===== config.mk =====
export PLATFORM = sky130hd
export DESIGN_NAME = ret_addr_stack
export DESIGN_NICKNAME = d
export VERILOG_FILES = /design/src/rtl/ret_addr_stack_pkg.sv /design/src/rtl/ret_addr_stack.sv
export SDC_FILE = /design/constraint.sdc
export NUM_CORES = 1
export LEC_CHECK = 0
export CAP_MARGIN = 20
export CELL_PAD_IN_SITES_DETAIL_PLACEMENT = 1
export CELL_PAD_IN_SITES_GLOBAL_PLACEMENT = 1
export CORE_ASPECT_RATIO = 1.5
export CORE_UTILIZATION = 52
export DETAILED_ROUTE_END_ITERATION = 10
export GPL_TIMING_DRIVEN = 0
export PLACE_DENSITY_LB_ADDON = 0.1
export SYNTH_ARGS = -nofsm -noshare
export SYNTH_HDL_FRONTEND = slang
export SYNTH_SLANG_ARGS = --single-unit

===== constraint.sdc =====
create_clock -name clk -period 4.65 [get_ports clk]
set_input_delay 0.93 -clock clk [delete_from_list [all_inputs] [get_ports clk]]
set_output_delay 0.93 -clock clk [all_outputs]
set_load 0.02 [all_outputs]

===== src/rtl/ret_addr_stack_pkg.sv =====
// Shared CPU constants for the fetch path and the return-address stack.
package ret_addr_stack_pkg;

  localparam int unsigned ADDR_W    = 32;
  localparam int unsigned WORD_LSB  = 2;
  localparam int unsigned RAS_DEPTH = 8;

  localparam int unsigned ENTRY_W   = ADDR_W - WORD_LSB;

endpackage : ret_addr_stack_pkg


===== src/rtl/ret_addr_stack.sv =====
// Circular return-address stack: jal pushes the link address, jr $ra pops it.
// The top entry is read combinationally from state so next-PC sees it in-cycle.
module ret_addr_stack
  import ret_addr_stack_pkg::*;
#(
  parameter int unsigned DEPTH = RAS_DEPTH,
  localparam int unsigned PTR_W = $clog2(DEPTH)
) (
  input  logic                clk,
  input  logic                rst_n,
  input  logic                push,
  input  logic [ADDR_W-1:0]   push_addr,
  input  logic                pop,
  input  logic                flush,
  output logic [ADDR_W-1:0]   top_addr,
  output logic                top_valid,
  output logic [PTR_W:0]      count,
  output logic                overflow,
  output logic                underflow
);

  localparam int unsigned CNT_W = PTR_W + 1;

  logic [ENTRY_W-1:0] mem [DEPTH];
  logic [PTR_W-1:0]   tp;
  logic [PTR_W-1:0]   tp_inc;
  logic [PTR_W-1:0]   tp_dec;
  logic [ENTRY_W-1:0] push_word;
  logic               is_empty;
  logic               is_full;

  // Pointer neighbours wrap naturally modulo DEPTH.
  assign tp_inc    = tp + PTR_W'(1);
  assign tp_dec    = tp - PTR_W'(1);
  assign push_word = push_addr[ADDR_W-1:WORD_LSB];
  assign is_empty  = (count == CNT_W'(0));
  assign is_full   = (count == CNT_W'(DEPTH));

  // Storage, pointer, count and single-cycle error pulses.
  always_ff @(posedge clk or negedge rst_n) begin
    if (!rst_n) begin
      tp        <= '0;
      count     <= '0;
      overflow  <= 1'b0;
      underflow <= 1'b0;
      for (int i = 0; i < int'(DEPTH); i++) begin
        mem[i] <= '0;
      end
    end else begin
      overflow  <= 1'b0;
      underflow <= 1'b0;
      if (flush) begin
        tp    <= '0;
        count <= '0;
      end else if (push && pop) begin
        if (!is_empty) begin
          mem[tp] <= push_word;
        end else begin
          mem[tp_inc] <= push_word;
          tp          <= tp_inc;
          count       <= CNT_W'(1);
          underflow   <= 1'b1;
        end
      end else if (push) begin
        mem[tp_inc] <= push_word;
        tp          <= tp_inc;
        if (is_full) begin
          overflow <= 1'b1;
        end else begin
          count <= count + CNT_W'(1);
        end
      end else if (pop) begin
        if (!is_empty) begin
          tp    <= tp_dec;
          count <= count - CNT_W'(1);
        end else begin
          underflow <= 1'b1;
        end
      end
    end
  end

  // Top-of-stack view, forced to zero when nothing is live.
  assign top_valid = !is_empty;
  assign top_addr  = is_empty ? '0 : {mem[tp], WORD_LSB'(0)};

endmodule : ret_addr_stack


==> results of run 1 <==
==> cell type report <==
cell class	instances	area [um2]
well taps	264	330.3
clock inverters	7	72.57
flip-flops and latches	249	6231
repair buffers	73	770.7
plain buffers	94	460.4
multi-input cells	510	4095
clock buffers	36	686.9
inverters	6	22.52
fillers	2005	7750
==> kinds of logic after synthesis <==
family / after synthesis
other cells: 1
compound gates: 428
simple gates: 65
fa+ha+maj: 5
xor+xnor: 6
mux: 4
buf+inv: 100
flops: 249
==> power groups by stage <==
| stage | Clock [W] | Sequential [W] | Combinational [W] |
|---|---|---|---|
| final | 0.00195 | 0.00389 | 0.00426 |
| after global routing | 0.00203 | 0.00397 | 0.00447 |
| after CTS | 0.00196 | 0.00385 | 0.00421 |
| after detailed placement | 0 | 0.00384 | 0.00417 |
| after global placement | 0 | 0.00378 | 0.00402 |
| after floorplan | 0 | 0.00366 | 0.00258 |
==> registers in the layout, summed over array words and instances, names as in the netlist <==
signal	cells
count	4
mem	240
underflow	1
overflow	1
tp	3
==> per-stage QoR <==
stage          worst slack [ns]  hold WS [ns]  instance area (um2)
2_1_floorplan             1.928        0.4561                10810
3_3_place_gp             -7.176        0.4703                11850
3_5_place_dp             0.7688        0.4740                11910
4_1_cts                  0.2250        0.2969                12670
5_1_grt                 0.06895        0.3123                12670
6_report                 0.1235        0.2846                12670
==> per-layer routing <==
layer	wire (um)	up-vias	GRT usage, %
met2	19050	540	62.24
li1	-	3648	-
met3	3099	164	5.371
met1	14770	4760	47.77
met5	0	-	0
met4	2306	0	21.72
==> how the worst max path moves through the flow <==
stage / start / endpoint / slack [ns]
2_1_floorplan: tp[0] / top_addr[18] / 1.93
3_3_place_gp: rst_n / mem[196] / -7.18
3_5_place_dp: tp[0] / top_addr[11] / 0.77
4_1_cts: tp[0] / top_addr[11] / 0.23
5_1_grt: tp[1] / top_addr[14] / 0.07
6_report: tp[1] / top_addr[14] / 0.12
==> Yosys cell counts (all sizes together), types with 6 or more instances <==
| master | instances |
|---|---|
| a221oi | 30 |
| a22o | 31 |
| a22oi | 60 |
| a31oi | 30 |
| buf | 74 |
| clkbuf | 20 |
| dfrtp | 249 |
| inv | 6 |
| nand2 | 36 |
| o211ai | 8 |
| o21ai | 12 |
| o22ai | 6 |
| o2bb2ai | 240 |
==> flow_summary.json, run 1 <==
{
  "stdcell_count": 1239,
  "die_h_um": 178.5,
  "wp_data_required_ns": 3.72,
  "min_period_ns": 4.526,
  "unique_cell_type_count_in_the_yosys_netlist": 46,
  "number_of_register_bits_inferred_by_synthesis": 249,
  "drive_gt1_share_pct": 12.92,
  "clock_power_share_pct": 19.3,
  "ff2ff_path_depth": 8,
  "clk_transition_reported_paths_ns": 0.06,
  "synthXorXnorAreaFrac_pct": 0.4863,
  "grt_start_max_net_pins": 114,
  "synth_top_family_by_area": "compound AO/OA/AOI/OAI gates",
  "synth-compound-area-share_pct": 32.93,
  "detailedPlacementHpwl_mm": 24.66,
  "hold_viol": 0,
  "postCtsSetupRepairBufs": 0,
  "clock-root-buffer": "clkbuf_16",
  "final_nets": 1001,
  "ys.flop_type": "dfrtp_1",
  "synth_largest_area_cell": "dfrtp_1",
  "max_clock_freq_mhz": 220.9,
  "synthAdderAreaFrac_pct": 0.6484,
  "setup_viol": 0,
  "grt_first_pass_wirelength_mm": 59.79,
  "commonest_non_fill_non_tap_cells_in_the_layout": "dfrtp_1 (249), o2bb2ai_1 (240), clkdlybuf4s50_1 (70), buf_2 (67), a22oi_1 (60)",
  "run_status": "finished, final reports clean",
  "portBuffers": 71,
  "path_common_cell": "clkbuf_1",
  "startpoint_type": "flop",
  "timing_worst_setup_path_type": "reg2out",
  "swShare_pct": 40.27,
  "antenna_cells_inserted": 0,
  "max_cap_viol_count": 0,
  "synth.avg_cell_area_um2": 12.59,
  "setup.reg_to_reg.worst_slack_ns": 1.96,
  "cp_cell_sequence": "clkbuf_2, inv_1, and3_1, clkbuf_1, clkbuf_1, a221oi_1, a31oi_1, clkdlybuf4s50_1",
  "synth.top_cells.by_area": "dfrtp_1 (58%), o2bb2ai_1 (19%), a22oi_1 (4.2%), buf_2 (3.1%), a22o_1 (2.5%)",
  "async_reset_ff_share_pct": 100.0,
  "vdd.ir_drop.worst_uv": 427.3,
  "detail-route-antenna-nets": 0,
  "htreeDepth": 1,
  "clk-insertion-delay-late_ns": 0.55,
  "netlist_instances": 858,
  "via_count": 9112,
  "route.detailed.wl_per_inst_um": 31.66,
  "globalRoute.totalOverflow": 0,
  "worst_slew_margin_rel_pct": 30.78,
  "drc": 0,
  "muxShareOfSynthArea_pct": 0.3937,
  "dieArea_mm2": 0.02137,
  "grt_antenna_before_repair": 0,
  "ctsResizeCount": 0,
  "cpPeakStageDelay_ns": 0.81,
  "viasPerCell": 7.354,
  "critPathSlowestCell": "clkbuf_1",
  "track_usage_pct": 37.79,
  "cpLargestDelayFamily": "buffers and inverters",
  "synth.cell_area_mm2": 0.01081,
  "rr_endpoint": "mem[131]",
  "report.final.slew_viol_count": 0,
  "drt_wl_total_mm": 39.22,
  "tightest_slew_ns": 1.038,
  "worst_ep_arrival_time_ns": 3.60,
  "cts_tree": "done",
  "grt_pass1_vias": 9802,
  "drt_iter0_drc": 897,
  "total_power_w": 0.01010,
  "firstDrtPassIters": 7,
  "critical_path.reg2reg.startpoint": "tp[0]",
  "layout.cells.most_common": "dfrtp_1",
  "cts.path.max_buffers": 3,
  "hold_path_class": "in2async",
  "critPathMaxFanout": 10,
  "core-area_mm2": 0.02042,
  "num_cts_buffers": 25,
  "synth.top_cell.area_share_pct": 57.67,
  "final_util_pct": 62.05,
  "synth.yosys.warnings": 0,
  "setup_total_negative_slack_ns": 0,
  "synth-edff-count": 0,
  "ys_seq_area_share_pct": 57.67,
  "die_w_um": 119.7,
  "simple_gate_fraction_of_synth_area_pct": 3.370,
  "power_density_mw_per_mm2": 796.8,
  "path_depth": 8,
  "place.detailed.instances": 1196,
  "effective_utilization_at_floorplan_pct": 52.92,
  "crit_buf_inv": 5,
  "post_cts_hold_buffer_count": 0,
  "synth_to_layout_area_growth_pct": 17.25,
  "cts_sinks": 249,
  "power.static_leakage_nw": 5.052,
  "gp_congestion": 0.9082,
  "comb_power_share_pct": 42.2,
  "rows": 64,
  "register_share_of_total_power_pct": 38.5,
  "io_pins": 76,
  "clock-skew-final_ns": 0.03132,
  "rsz0062_at_grt": "no",
  "setup.worst_path.end_class": "output port",
  "post-route-period-util_pct": 97.34,
  "internal-power_w": 0.006030,
  "switching_power_w": 0.004065
}
Power figures use the tool's default switching activity.
==> run 2: changes to the inputs <==
Settings changed: CTS_CLUSTER_SIZE set to 10.
==> run 2 against run 1 <==
Effect of this change: utilization shrank 0.19 points; via count shrank 1.2%; largest cell class unchanged; worst setup slack lost 0.015 ns; non-clock buffer count is the same.
==> flow_summary.json, run 2 (synthesis results as in run 1) <==
{
  "final_util_pct": 61.86,
  "total_power_w": 0.01004,
  "core-area_mm2": 0.02042,
  "hold_path_class": "in2async",
  "ctsResizeCount": 0,
  "portBuffers": 71,
  "drt_wl_total_mm": 38.92,
  "worst_slew_margin_rel_pct": 36.67,
  "rows": 64,
  "post_cts_hold_buffer_count": 0,
  "fillCellCount": 1996,
  "via_count": 9006,
  "htreeDepth": 1,
  "critPathMaxFanout": 10,
  "worst_ep_arrival_time_ns": 3.61,
  "tightest_slew_ns": 0.9499,
  "viasPerCell": 7.346,
  "internal-power_w": 0.006008,
  "largest_register": "mem",
  "antenna_cells_inserted": 0,
  "critical_path.reg2reg.startpoint": "tp[0]",
  "comb_power_share_pct": 42.3,
  "critPathSlowestCell": "clkdlybuf4s50_1",
  "detailedPlacementHpwl_mm": 24.66,
  "clk-insertion-delay-late_ns": 0.55,
  "gp_congestion": 0.9082,
  "globalRoute.totalOverflow": 0,
  "setup_viol": 0,
  "power_density_mw_per_mm2": 794.5,
  "swShare_pct": 40.13,
  "cts.path.max_buffers": 3,
  "postCtsSetupRepairBufs": 0,
  "place_area_mm2": 0.01191,
  "die_h_um": 178.5,
  "post-route-period-util_pct": 97.68,
  "setup_total_negative_slack_ns": 0,
  "rsz0062_at_grt": "no",
  "path_common_cell": "buf_2",
  "layout.cells.most_common": "dfrtp_1",
  "num_cts_buffers": 28,
  "power.static_leakage_nw": 5.042,
  "max_clock_freq_mhz": 220.2,
  "worst_setup_startpoint": "tp[0]",
  "synth_to_layout_area_growth_pct": 16.89,
  "setup.worst_path.end_class": "output port",
  "run_status": "finished, final reports clean",
  "track_usage_pct": 37.73,
  "min_period_ns": 4.542,
  "effective_utilization_at_floorplan_pct": 52.92,
  "drt_iter0_drc": 845,
  "cpPeakStageDelay_ns": 0.67,
  "timing_worst_setup_path_type": "reg2out",
  "hold_viol": 0,
  "cpLargestDelayFamily": "buffers and inverters",
  "grt_pass1_vias": 9829,
  "grt_antenna_before_repair": 0,
  "io_pins": 76,
  "cts_sinks": 249,
  "biggestRegsByFlops": "mem: 240 flops, count: 4 flops, tp: 3 flops",
  "route.detailed.wl_per_inst_um": 31.74,
  "wp_data_required_ns": 3.72,
  "clock-skew-final_ns": 0.01695,
  "max_cap_viol_count": 0,
  "firstDrtPassIters": 5,
  "final_nets": 1004,
  "clock_power_share_pct": 19.0,
  "vdd.ir_drop.worst_uv": 500.4,
  "grt_start_max_net_pins": 114,
  "register_share_of_total_power_pct": 38.7,
  "drive_gt1_share_pct": 12.58,
  "report.final.slew_viol_count": 0,
  "startpoint_type": "flop",
  "crit_buf_inv": 4,
  "commonest_non_fill_non_tap_cells_in_the_layout": "dfrtp_1 (249), o2bb2ai_1 (240), clkdlybuf4s50_1 (70), buf_2 (67), a22oi_1 (60)",
  "clock-root-buffer": "clkbuf_16",
  "grt_first_pass_wirelength_mm": 59.77,
  "die_w_um": 119.7,
  "design_area_final_mm2": 0.01263,
  "switching_power_w": 0.004027,
  "final_hold_slack_ns": 0.2832,
  "clk_transition_reported_paths_ns": 0.06,
  "largest_register_ffs": 240,
  "cts_tree": "done",
  "detail-route-antenna-nets": 0,
  "dieArea_mm2": 0.02137,
  "cp_cell_sequence": "buf_2, nor3_2, buf_2, buf_2, a22oi_1, a31oi_1, clkdlybuf4s50_1",
  "drc": 0
}
[run 2: cell types whose count changed in the layout (fill, tap and decap cells not counted), sizes merged]
cell | before | now
inv | 7 | 6
clkinvlp | 2 | 0
bufinv | 1 | 0
clkbuf | 56 | 49
clkinv | 3 | 1
[run 2: power by group through the flow]
stage | Sequential, W | Clock (W) | Combinational, W
detailed placement | 0.00384 | 0 | 0.00417
global placement | 0.00378 | 0 | 0.00402
global route | 0.00397 | 0.00199 | 0.00446
finish | 0.00389 | 0.00190 | 0.00425
floorplan | 0.00366 | 0 | 0.00258
CTS | 0.00386 | 0.00191 | 0.00420
[run 2: worst paths after layout]
check / cells past startpoint / end / slack [ns]
hold / removal: 1 / mem[125] / 0.28
hold reg to reg: 1 / mem[123] / 0.49
min in group clk: 1 / mem[123] / 0.49
setup reg to reg: 8 / mem[122] / 1.94
max in group asynchronous: 2 / mem[206] / 3.46
setup / recovery: 7 / top_addr[11] / 0.11
[run 2: layout make-up]
class | instances | area (um2) | area share [%]
Buffer | 94 | 460.4 | 3.645
Clock buffer | 29 | 704.4 | 5.577
Clock inverter | 1 | 16.27 | 0.1288
Inverter | 6 | 22.52 | 0.1783
Multi-Input combinational cell | 510 | 4095 | 32.42
Sequential cell | 249 | 6231 | 49.33
Tap cell | 264 | 330.3 | 2.615
Timing Repair Buffer | 73 | 770.7 | 6.102
[run 2: stage by stage]
stage | cells | setup WS [ns]
final | 1226 | 0.1081
after global routing | 1226 | 0.06551
after CTS | 1226 | 0.1851
after detailed placement | 1196 | 0.7688
after global placement | 1194 | -7.176
after floorplan | 859 | 1.928
[run 2: metal layers]
metal	part of all wire [%]	vias up	GRT usage, %
met5	0	-	0
met4	6.5	0	23.44
met3	7.3	173	5.946
met2	48	505	61.75
met1	38	4693	46.91
li1	-	3635	-
==> run 3: changes to the inputs <==
Settings changed: PLACE_DENSITY_LB_ADDON 0.1 to 0.08.
==> run 3 against run 2 <==
Effect of this change: routed wire length up 1.3%; non-clock buffer count is 1 lower; clock skew is 0.0066 ns lower; flip-flop and latch count is the same; final cell count about the same; critical path depth is 1 higher; fmax is 1.4% lower; die area stayed put; sequential share of layout area up 0.074 points.
==> flow_summary.json, run 3 (synthesis results as in run 1) <==
{
  "run_status": "finished, final reports clean",
  "core-area_mm2": 0.02042,
  "clock-root-buffer": "clkbuf_16",
  "tightest_slew_ns": 1.046,
  "setup.worst_path.end_class": "output port",
  "max_cap_viol_count": 0,
  "largest_register": "mem",
  "ctsResizeCount": 0,
  "setup.reg_to_reg.worst_slack_ns": 1.95,
  "cpLargestDelayFamily": "buffers and inverters",
  "biggestRegsByFlops": "mem: 240 flops, count: 4 flops, tp: 3 flops",
  "detailedPlacementHpwl_mm": 24.97,
  "critPathMaxFanout": 10,
  "clock-skew-final_ns": 0.01031,
  "cts_tree": "done",
  "globalRoute.totalOverflow": 0,
  "power.static_leakage_nw": 5.034,
  "critical_path.reg2reg.startpoint": "tp[0]",
  "die_w_um": 119.7,
  "drive_gt1_share_pct": 12.49,
  "total_power_w": 0.01007,
  "post_cts_hold_buffer_count": 0,
  "synth_to_layout_area_growth_pct": 16.72,
  "drt_wl_total_mm": 39.42,
  "ff_latch_area_mm2": 0.006231,
  "portBuffers": 71,
  "min_period_ns": 4.608,
  "setup_total_negative_slack_ns": 0,
  "cpPeakStageDelay_ns": 0.82,
  "max_clock_freq_mhz": 217.0,
  "drt_iter0_drc": 742,
  "hold_path_class": "in2async",
  "crit_buf_inv": 5,
  "final_util_pct": 61.76,
  "dieArea_mm2": 0.02137,
  "commonest_non_fill_non_tap_cells_in_the_layout": "dfrtp_1 (249), o2bb2ai_1 (240), clkdlybuf4s50_1 (70), buf_2 (67), a22oi_1 (60)",
  "worst_ep_arrival_time_ns": 3.68,
  "drc": 0,
  "critPathSlowestCell": "clkbuf_1",
  "htreeDepth": 1,
  "via_count": 8961,
  "gp_congestion": 0.9143,
  "grt_pass1_vias": 9831,
  "cts.path.max_buffers": 3,
  "ff2ff_path_depth": 8,
  "grt_antenna_before_repair": 0,
  "detail-route-antenna-nets": 0,
  "largest_register_ffs": 240,
  "post-route-period-util_pct": 99.09,
  "track_usage_pct": 38.14,
  "final_nets": 1003,
  "path_common_cell": "clkbuf_1",
  "route.detailed.wl_per_inst_um": 32.18,
  "grt_first_pass_wirelength_mm": 60.33,
  "vdd.ir_drop.worst_uv": 445.0,
  "fillCellCount": 2068,
  "setup_viol": 0,
  "die_h_um": 178.5,
  "power_density_mw_per_mm2": 798.1,
  "num_cts_buffers": 28,
  "rr_endpoint": "mem[130]",
  "report.final.slew_viol_count": 0,
  "viasPerCell": 7.315,
  "effective_utilization_at_floorplan_pct": 52.92,
  "layout.cells.most_common": "dfrtp_1",
  "worst_slew_margin_rel_pct": 30.26,
  "timing_worst_setup_path_type": "reg2out",
  "clk-insertion-delay-late_ns": 0.55,
  "cts_sinks": 249,
  "hold_viol": 0,
  "firstDrtPassIters": 5,
  "cp_cell_sequence": "clkbuf_2, inv_1, and3_1, clkbuf_1, clkbuf_1, a221oi_1, a31oi_1, clkdlybuf4s50_1",
  "multi_input_gate_area_in_the_final_layout_mm2": 0.004095,
  "rows": 64,
  "startpoint_type": "flop",
  "antenna_cells_inserted": 0,
  "postCtsSetupRepairBufs": 0,
  "grt_start_max_net_pins": 135,
  "wp_data_required_ns": 3.72,
  "rsz0062_at_grt": "no",
  "clk_transition_reported_paths_ns": 0.06,
  "io_pins": 76
}
## run 3: cell count changes in the layout (fill, tap and decap cells not counted), sizes merged
cell,before,now
buf,77,76
clkbuf,49,50
clkinv,1,0
## run 3: routing by layer
metal	vias up	track usage, %	part of all wire [%]
met5	-	0	0
met3	165	8.440	8.4
met4	0	22.29	6.0
met2	528	62.60	49
li1	3626	-	-
met1	4642	46.19	37
## run 3: final cells by class
cell class,instances,area share (%)
Buffer,94,3.651
Sequential cell,249,49.40
Tap cell,264,2.619
Multi-Input combinational cell,510,32.47
Clock buffer,30,5.784
Timing Repair Buffer,72,5.893
Inverter,6,0.1786
## run 3: worst max path at each step
| stage | cells past startpoint | slack, ns | endpoint | from |
|---|---|---|---|---|
| after floorplan | 6 | 1.93 | top_addr[18] | tp[0] |
| after global placement | 1 | -7.11 | mem[196] | rst_n |
| after global routing | 8 | 0.02 | top_addr[11] | tp[1] |
| after detailed placement | 8 | 0.74 | top_addr[11] | tp[1] |
| after CTS | 8 | 0.15 | top_addr[11] | tp[1] |
| final | 8 | 0.04 | top_addr[11] | tp[1] |
## run 3: report_power, final
| part | switching (W) | leakage (nW) | internal (W) |
|---|---|---|---|
| combinational | 0.00249 | 1.54 | 0.00176 |
| sequential | 0.000697 | 3.14 | 0.00319 |
| clock | 0.000842 | 0.359 | 0.00109 |
## run 3: through the flow
step           std cells  setup slack, ns  hold slack (ns)  instance area (um2)
5_1_grt             1225          0.02456           0.4974                12610
3_5_place_dp        1195           0.7376           0.4738                11880
4_1_cts             1225           0.1493           0.4911                12610
2_1_floorplan        859            1.928           0.4561                10810
3_3_place_gp        1194           -7.114           0.4704                11850
6_report            1225          0.04226           0.4733                12610
